File: config.mk
export PLATFORM = sky130hd
export DESIGN_NAME = hostsystem_memory_arbiter
export DESIGN_NICKNAME = d
export VERILOG_FILES = /design/src/rtl/hostsystem_memory_arbiter.sv
export SDC_FILE = /design/constraint.sdc
export NUM_CORES = 1
export LEC_CHECK = 0
export CAP_MARGIN = 30
export CORE_AREA = 3 3 186 188
export DETAILED_ROUTE_END_ITERATION = 10
export DIE_AREA = 0 0 189 191
export GPL_TIMING_DRIVEN = 0
export PLACE_DENSITY_LB_ADDON = 0.15
export SYNTH_ARGS = -nofsm -noshare
export SYNTH_HDL_FRONTEND = slang
export SYNTH_SLANG_ARGS = --single-unit
File: constraint.sdc
create_clock -name clk -period 3.2 [get_ports clk]
set_clock_uncertainty 0.05 [all_clocks]
set_input_delay 0.8 -clock clk [delete_from_list [all_inputs] [get_ports clk]]
set_output_delay 0.8 -clock clk [all_outputs]
set_load 0.02 [all_outputs]
File: src/rtl/hostsystem_memory_arbiter.sv
// hostsystem_memory_arbiter: round-robin, hold-limited two-master arbiter in front of a single-port 1-cycle-latency memory
module hostsystem_memory_arbiter #(
  parameter int ADDR_W   = 10,
  parameter int DATA_W   = 64,
  parameter int BE_W     = 8,
  parameter int HOLD_MAX = 4
) (
  input  logic              clk,
  input  logic              reset,
  input  logic [ADDR_W-1:0] m0_address,
  input  logic [BE_W-1:0]   m0_byteenable,
  input  logic              m0_read,
  input  logic              m0_write,
  input  logic [DATA_W-1:0] m0_writedata,
  output logic              m0_waitrequest,
  output logic [DATA_W-1:0] m0_readdata,
  output logic              m0_readdatavalid,
  input  logic [ADDR_W-1:0] m1_address,
  input  logic [BE_W-1:0]   m1_byteenable,
  input  logic              m1_read,
  input  logic              m1_write,
  input  logic [DATA_W-1:0] m1_writedata,
  output logic              m1_waitrequest,
  output logic [DATA_W-1:0] m1_readdata,
  output logic              m1_readdatavalid,
  output logic [ADDR_W-1:0] mem_address,
  output logic [BE_W-1:0]   mem_byteenable,
  output logic              mem_chipselect,
  output logic              mem_write,
  output logic [DATA_W-1:0] mem_writedata,
  output logic              mem_clken,
  output logic              mem_reset_req,
  input  logic [DATA_W-1:0] mem_readdata,
  output logic [15:0]       grant_count0,
  output logic [15:0]       grant_count1
);
  typedef enum logic {OWN0, OWN1} owner_t;
  localparam logic [3:0] HM = 4'(HOLD_MAX);
  owner_t owner_q, owner_d, rd_owner_q, rd_owner_d, gm;
  logic [3:0] hold_q, hold_d;
  logic rd_valid_q, rd_valid_d;
  logic [15:0] cnt0_q, cnt0_d, cnt1_q, cnt1_d;
  logic req0, req1, tie1, g0, g1, gnt;
  always_ff @(posedge clk or posedge reset) begin
    if (reset) begin
      owner_q    <= OWN1;
      hold_q     <= '0;
      rd_valid_q <= 1'b0;
      rd_owner_q <= OWN0;
      cnt0_q     <= '0;
      cnt1_q     <= '0;
    end else begin
      owner_q    <= owner_d;
      hold_q     <= hold_d;
      rd_valid_q <= rd_valid_d;
      rd_owner_q <= rd_owner_d;
      cnt0_q     <= cnt0_d;
      cnt1_q     <= cnt1_d;
    end
  end
  always_comb begin
    req0             = m0_read | m0_write;
    req1             = m1_read | m1_write;
    tie1             = (hold_q != 4'd0 && hold_q < HM) ? owner_q == OWN1 : owner_q == OWN0;
    g1               = ~reset & req1 & (~req0 | tie1);
    g0               = ~reset & req0 & ~g1;
    gnt              = g0 | g1;
    gm               = g1 ? OWN1 : OWN0;
    owner_d          = gnt ? gm : owner_q;
    hold_d           = !gnt ? hold_q : gm != owner_q ? 4'd1 : hold_q < HM ? hold_q + 4'd1 : hold_q;
    rd_valid_d       = g1 ? m1_read & ~m1_write : g0 & m0_read & ~m0_write;
    rd_owner_d       = gnt ? gm : rd_owner_q;
    cnt0_d           = cnt0_q + {15'd0, g0};
    cnt1_d           = cnt1_q + {15'd0, g1};
    m0_waitrequest   = req0 & ~g0;
    m1_waitrequest   = req1 & ~g1;
    m0_readdatavalid = rd_valid_q & (rd_owner_q == OWN0);
    m1_readdatavalid = rd_valid_q & (rd_owner_q == OWN1);
    m0_readdata      = mem_readdata;
    m1_readdata      = mem_readdata;
    mem_address      = g1 ? m1_address : m0_address;
    mem_byteenable   = g1 ? m1_byteenable : m0_byteenable;
    mem_writedata    = g1 ? m1_writedata : m0_writedata;
    mem_write        = g1 ? m1_write : g0 & m0_write;
    mem_chipselect   = gnt;
    mem_clken        = 1'b1;
    mem_reset_req    = reset;
    grant_count0     = cnt0_q;
    grant_count1     = cnt1_q;
  end
endmodule

==> metrics.cfg, run 1 <==
[sta]
whs_ns = 0.429
rsz0062_at_grt = yes
hold_violations = 0
worst_slew_pin_slew_ns = 0.569
fin_ws_ns = -0.0908
setup_viol = 43
max_slew_margin = 0.617
fmax_ghz = 0.304
fin_crit_sh = 1.03
drv_slew = 0
min_period_ns = 3.29

[placed_design]
finalWeightedCongestion = 0.765
portBuffers = 417
placed_cell_area_sq_mm = 0.00904
post-place-cells = 1261
dp_hpwl_um = 24300

[global_routing]
grt_start_max_net_pins = 27
gr-total-overflow = 0
antenna_found_initial = 12
grt_pass1_wl_um = 36700
grt_pass1_vias = 4340
grtUsageTotal = 0.142

[layout]
regArea_sq_um = 977
nets = 1105
drive_gt1_frac = 0.441
post-route-cell-area_sq_mm = 0.00992
multiInputGateArea_sq_mm = 0.00216
area_growth_pct = 132
num-fill-cells = 3490
instances_no_fill = 1319

[critical_path]
worstPathMaxFanout = 7
cp_data_arrival_time_ns = 2.44
rr_endpoint = grant_count0[14]$_DFF_PP0_
required_ns = 2.35
worstRegToRegCells = 15
cp-end-kind = primary output
critPathLaunch = hold_q[0]$_DFFE_PP0P_
reg2reg_from = hold_q[0]$_DFFE_PP0P_
crit_end = mem_writedata[26]
criticalPathCategory = reg2out
startpoint_type = flop
regToRegSetupSlack_ns = 0.23

[logic_synthesis]
netlist_instances = 395
synth_nets = 635
ys_types = 45
ys_ff_latch = 39
ys_async_sr_fraction = 1.00
avgSynthCellArea_sq_um = 10.8
yosys_warnings = 0
synth-edff-count = 0
synthFlopType = dfrtp_1
syn_area_sq_mm = 0.00428
yosysSeqAreaShare = 0.228

[detailed_routing]
drt_first_pass_iters = 4
wirelength_um = 28000
antenna_left = 0
wl_per_cell_um = 21.2
via_per_inst = 3.38
drc = 0
drt_iter0_markers = 124
num_vias = 4454

[die]
core_area_sq_mm = 0.0333
start_util = 0.129
fp-row-count = 67
die_area_sq_mm = 0.0361
die_w_um = 189
die_h_um = 191
io_pins = 484

[cts]
cts-root-buf = clkbuf_16
cts_buffer_depth = 2
htree_levels = 2
clk-insertion-delay-late_ns = 0.28
cts_buffers = 5
cts_tree = done
clock-sinks = 39
path_clk_slew_ns = 0.06

[power]
peakVddDrop_mv = 0.167
power_density_mw_per_mm2 = 493
p_leak_uw = 0.00438

[outcome]
status = complete, but fails checks
violations = negative setup slack

[run]
drv_cap = 0

[min_path]
hold_path.class = reg2reg
min_from = grant_count0[15]$_DFF_PP0_

==> kinds of logic (layout without fill, tap and decap cells) <==
family	after synthesis	in the layout	share of synthesized area
and+or+nand+nor	66	66	0.0848
muxes	83	83	0.290
buffers and inverters	148	619	0.281
DFF	39	39	0.228
adders and majority gates	6	6	0.0175
other	1	6	0.000876
AOI/OAI and AO/OA	23	23	0.0380
xor gates and xnor gates	29	29	0.0593
==> cells in the mapped netlist, types with 3 or more instances <==
| library cell | instances | area share |
|---|---|---|
| mux2_4 | 82 | 0.29 |
| dfrtp_1 | 38 | 0.22 |
| inv_1 | 6 | 0.0053 |
| buf_12 | 9 | 0.042 |
| nor2b_1 | 3 | 0.0044 |
| nand2_1 | 15 | 0.013 |
| and3_1 | 3 | 0.0044 |
| nor4_1 | 4 | 0.0058 |
| a21oi_1 | 4 | 0.0047 |
| nand3_1 | 10 | 0.012 |
| xnor2_1 | 21 | 0.043 |
| xor2_1 | 8 | 0.016 |
| o21ai_0 | 3 | 0.0035 |
| nand4_1 | 6 | 0.0088 |
| nor2_1 | 10 | 0.0088 |
| nor3_1 | 5 | 0.0058 |
| ha_1 | 6 | 0.018 |
| buf_4 | 130 | 0.23 |
==> sequential cells by signal, indices dropped and copies added (netlist names) <==
signal,cells
grant_count0,16
grant_count1,16
hold_q,4
owner_q,1
rd_owner_q,1
rd_valid_q,1
==> per-stage QoR <==
| stage | power (uW) | utilization | setup TNS, ns | worst slack [ns] |
|---|---|---|---|---|
| detailed placement | 3830 | 0.272 | -90.45 | -1.05 |
| global placement | 3840 | 0.271 | -96.09 | -1.07 |
| global route | 5140 | 0.298 | -7.59 | -0.173 |
| CTS | 4780 | 0.290 | -3.78 | -0.134 |
| finish | 4890 | 0.298 | -2.49 | -0.0908 |
| floorplan | 2460 | - | 0 | 0.0145 |
==> critical path, stage by stage, from the launching register on <==
cell     delay [ns]
dfrtp_1        0.37
inv_2          0.05
ha_4           0.16
buf_6          0.12
nor4_4         0.31
o21ai_4        0.09
and2_4         0.18
buf_12         0.15
buf_12         0.14
buf_12         0.12
mux2_4         0.32
buf_6          0.14
==> cell usage in the layout, fill, tap and decap left out, types with 2 or more instances in the layout <==
cell / n
nor3_1: 4
mux2_4: 82
a21oi_1: 4
o21ai_0: 3
inv_1: 3
nand3_1: 10
nand2_1: 14
dfrtp_1: 38
buf_12: 17
o21ai_1: 2
nand4_1: 6
nor2_4: 2
and3_1: 3
nor2b_1: 3
buf_2: 5
inv_2: 2
and2_1: 2
a21o_1: 2
clkbuf_1: 2
and4_1: 2
clkbuf_2: 2
ha_1: 4
nor2_1: 7
nor4_4: 2
clkbuf_16: 8
xnor2_1: 21
o21a_1: 2
nor4_1: 3
diode_2: 5
xor2_1: 8
buf_6: 106
buf_4: 142
clkdlybuf4s50_1: 328
==> layer usage <==
metal / global-route usage / vias up / routed length [um]
met2: 0.234 / 187 / 13300
li1: - / 2167 / -
met1: 0.179 / 2056 / 11900
met5: 0 / - / 97
met4: 0.0209 / 16 / 309
met3: 0.0589 / 28 / 2440
==> worst min path at each step <==
| stage | cells after the start | slack, ns | endpoint |
|---|---|---|---|
| finish | 1 | 0.43 | grant_count0[15]$_DFF_PP0_ |
| global route | 1 | 0.44 | grant_count0[15]$_DFF_PP0_ |
| floorplan | 1 | 0.41 | rd_owner_q$_DFFE_PP0P_ |
| detailed placement | 1 | 0.41 | grant_count1[15]$_DFF_PP0_ |
| global placement | 1 | 0.42 | grant_count0[15]$_DFF_PP0_ |
| CTS | 1 | 0.43 | grant_count0[15]$_DFF_PP0_ |
==> layout make-up <==
type | count | share of cell area
Sequential cell | 39 | 0.0985
Tap cell | 448 | 0.0565
Timing Repair Buffer | 464 | 0.491
Buffer | 141 | 0.118
Clock inverter | 1 | 0.000505
Clock buffer | 7 | 0.0134
Antenna cell | 5 | 0.00126
Inverter | 6 | 0.00265
Multi-Input combinational cell | 208 | 0.218
==> power breakdown <==
part | switching (uW) | total (uW) | internal (uW)
Combinational | 1570 | 3660 | 2100
Sequential | 136 | 743 | 607
Clock | 198 | 487 | 288
==> timing repair <==
| item | in CTS | in global routing |
|---|---|---|
| hold buffers | 0 | 0 |
| pin swaps | 6 | 7 |
| gates cloned | 2 | 3 |
| endpoints found under the setup margin | 100 | 90 |
| buffers inserted | 32 | 10 |
| gates resized for setup | 552 | 53 |
Note: power is estimated with default switching activity, not from simulation.
==> run 2, diff against run 1 <==
TNS_END_PERCENT = 20   (was default)
==> metrics.cfg, run 2 (same netlist as run 1, synthesis figures left out) <==
[layout]
post-route-cell-area_sq_mm = 0.00962  ; -3.0%
final_cell_mix = clkdlybuf4s50_1, buf_4, mux2_4, buf_6, dfrtp_1
drive_gt1_frac = 0.420  ; -0.0207
final_common_cell = clkdlybuf4s50_1
nets = 1081  ; -2.2%
area_growth_pct = 125

[power]
pwr-share-seq = 0.160  ; +0.008
p_sw_frac = 0.397  ; +0.00922
p_comb_frac = 0.736  ; -0.013
p_int_uw = 2810  ; -6.2%
power_density_mw_per_mm2 = 484  ; -1.8%
peakVddDrop_mv = 0.165  ; -0.83%
p_leak_uw = 0.00422  ; -3.6%
p_switching_uw = 1850  ; -2.6%
clkPwrFrac = 0.104  ; +0.005

[critical_path]
critPathBufInv = 6  ; unchanged
criticalPathCategory = reg2out
worstPathMaxFanout = 8  ; +1
required_ns = 2.35  ; about the same
path_cells = inv_2 > ha_4 > buf_6 > nor4_4 > o21ai_4 > and2_4 > buf_12 > buf_12 > buf_12 > mux2_4 > buf_6
cp-end-kind = primary output
cp_data_arrival_time_ns = 2.44  ; about the same
slowest_stage = dfrtp_1
startpoint_type = flop
critPathMaxStageDelay_ns = 0.37  ; about the same
crit_family = buffers and inverters
cpMostUsedCell = buf_12

[detailed_routing]
drt_iter0_markers = 122  ; -1.6%
antenna_left = 0  ; unchanged
wl_per_cell_um = 21.5  ; +1.0%
drt_first_pass_iters = 4  ; unchanged
via_per_inst = 3.36  ; -0.40%
drc = 0  ; unchanged
wirelength_um = 27800  ; -0.71%
num_vias = 4359  ; -2.1%

[sta]
hold_violations = 0  ; unchanged
setup_tns_ns = -1.22  ; +1.27 ns
setup_viol = 20  ; -53%
fin_crit_sh = 1.03  ; about the same
rsz0062_at_grt = yes
fmax_ghz = 0.304  ; about the same
fin_ws_ns = -0.0936  ; -0.00281 ns
min_period_ns = 3.29  ; +0.00281 ns
worst_slew_pin_slew_ns = 0.570  ; +0.000187 ns
max_slew_margin = 0.617  ; about the same
drv_slew = 0  ; unchanged

[cts]
cts_buffer_depth = 2  ; unchanged
clk-insertion-delay-late_ns = 0.28  ; about the same
clock-sinks = 39  ; unchanged
cts_buffers = 5  ; unchanged
hold_buffers = 0  ; unchanged
htree_levels = 2  ; unchanged
cts_tree = done
cts-root-buf = clkbuf_16
path_clk_slew_ns = 0.06  ; about the same

[die]
core_area_sq_mm = 0.0333  ; unchanged
fp-row-count = 67  ; unchanged
io_pins = 484  ; unchanged
die_area_sq_mm = 0.0361  ; unchanged
die_w_um = 189  ; unchanged
start_util = 0.129  ; unchanged
die_h_um = 191  ; unchanged

[global_routing]
grtUsageMet2 = 0.233  ; -0.000418
grt_pass1_vias = 4276  ; -1.5%
grtUsageTotal = 0.142  ; -0.000425
gr-total-overflow = 0  ; unchanged
grt_start_max_net_pins = 27  ; unchanged
grt_pass1_wl_um = 36600  ; -0.45%
gr-usage-met1 = 0.179  ; about the same
antenna_found_initial = 12  ; unchanged
grt-busiest-layer = met2
grt_use_met3 = 0.0591  ; +0.000183

[placed_design]
dp_hpwl_um = 24300  ; unchanged
finalWeightedCongestion = 0.765  ; unchanged
portBuffers = 417  ; unchanged
placed_cell_area_sq_mm = 0.00904  ; unchanged

[min_path]
hold_path.class = reg2reg

[run]
drv_cap = 0  ; unchanged

[outcome]
status = complete, but fails checks
violations = negative setup slack

## run 2: changes by cell type in the layout (fill, tap and decap cells not counted), moves of 2 or more
cell,delta
buf_2,+4
buf_4,-4
buf_6,-26
clkdlybuf4s15_2,+2
## run 2: power by group through the flow
stage,clock network (uW),logic [uW],registers (uW)
after floorplan,0,1640,817
after global placement,0,3080,762
after detailed placement,0,3070,760
after CTS,507,3380,747
after global routing,528,3600,769
final,486,3430,743
## run 2: area by class of cell
cell class              instances  area, sq um
diodes                          6         15.0
plain buffers                 141         1170
clock buffers                   7          133
clock inverters                 1         5.00
fillers                      3512        23700
inverters                       6         26.3
multi-input cells             208         2160
flip-flops and latches         39          977
well taps                     448          561
repair buffers                440         4580
## run 2: worst paths after layout
| path | endpoint | slack, ns | start | depth (start not counted) |
|---|---|---|---|---|
| setup / recovery | mem_writedata[2] | -0.09 | hold_q[0]$_DFFE_PP0P_ | 11 |
| setup reg to reg | grant_count0[15]$_DFF_PP0_ | 0.17 | hold_q[0]$_DFFE_PP0P_ | 14 |
| min in group asynchronous | hold_q[0]$_DFFE_PP0P_ | 0.66 | reset | 2 |
| max in group asynchronous | grant_count0[9]$_DFF_PP0_ | 1.96 | reset | 3 |
| hold reg to reg | grant_count0[15]$_DFF_PP0_ | 0.43 | grant_count0[15]$_DFF_PP0_ | 1 |
| hold / removal | grant_count0[15]$_DFF_PP0_ | 0.43 | grant_count0[15]$_DFF_PP0_ | 1 |
## run 2: metal layers
layer  wire length [um]  vias to the layer above
li1                   -                     2118
met1              11900                     2022
met2              13200                      177
met3               2400                       26
met4                250                       16
met5                 97                        -
## run 2: stage by stage
stage / worst slack, ns / power, uW / hold WS (ns) / util / instances
after global placement: -1.07 / 3840 / 0.418 / 0.271 / 1260
after global routing: -0.176 / 4900 / 0.440 / 0.288 / 1290
final: -0.0936 / 4660 / 0.429 / 0.289 / 1296
after detailed placement: -1.05 / 3830 / 0.412 / 0.272 / 1261
after CTS: -0.176 / 4630 / 0.435 / 0.286 / 1284
after floorplan: 0.0145 / 2460 / 0.414 / - / 395
## run 2: worst reg2reg max path: stages (launching register included)
cell	delay (ns)
dfrtp_1	0.37
inv_2	0.05
ha_4	0.16
buf_6	0.12
nor4_4	0.31
o21ai_4	0.09
and2_4	0.18
buf_12	0.15
bufbuf_16	0.27
nor2_1	0.14
ha_1	0.19
nand2_1	0.14
nor4_4	0.38
nand4_1	0.17
xnor2_1	0.15
## run 2: timing repair
action                                 CTS  global route
gates resized for setup                486            81
setup endpoints to repair              100            90
setup buffers                           13             6
endpoints found under the hold margin    0             0
cloned                                   2             2
pin swaps                                6             5
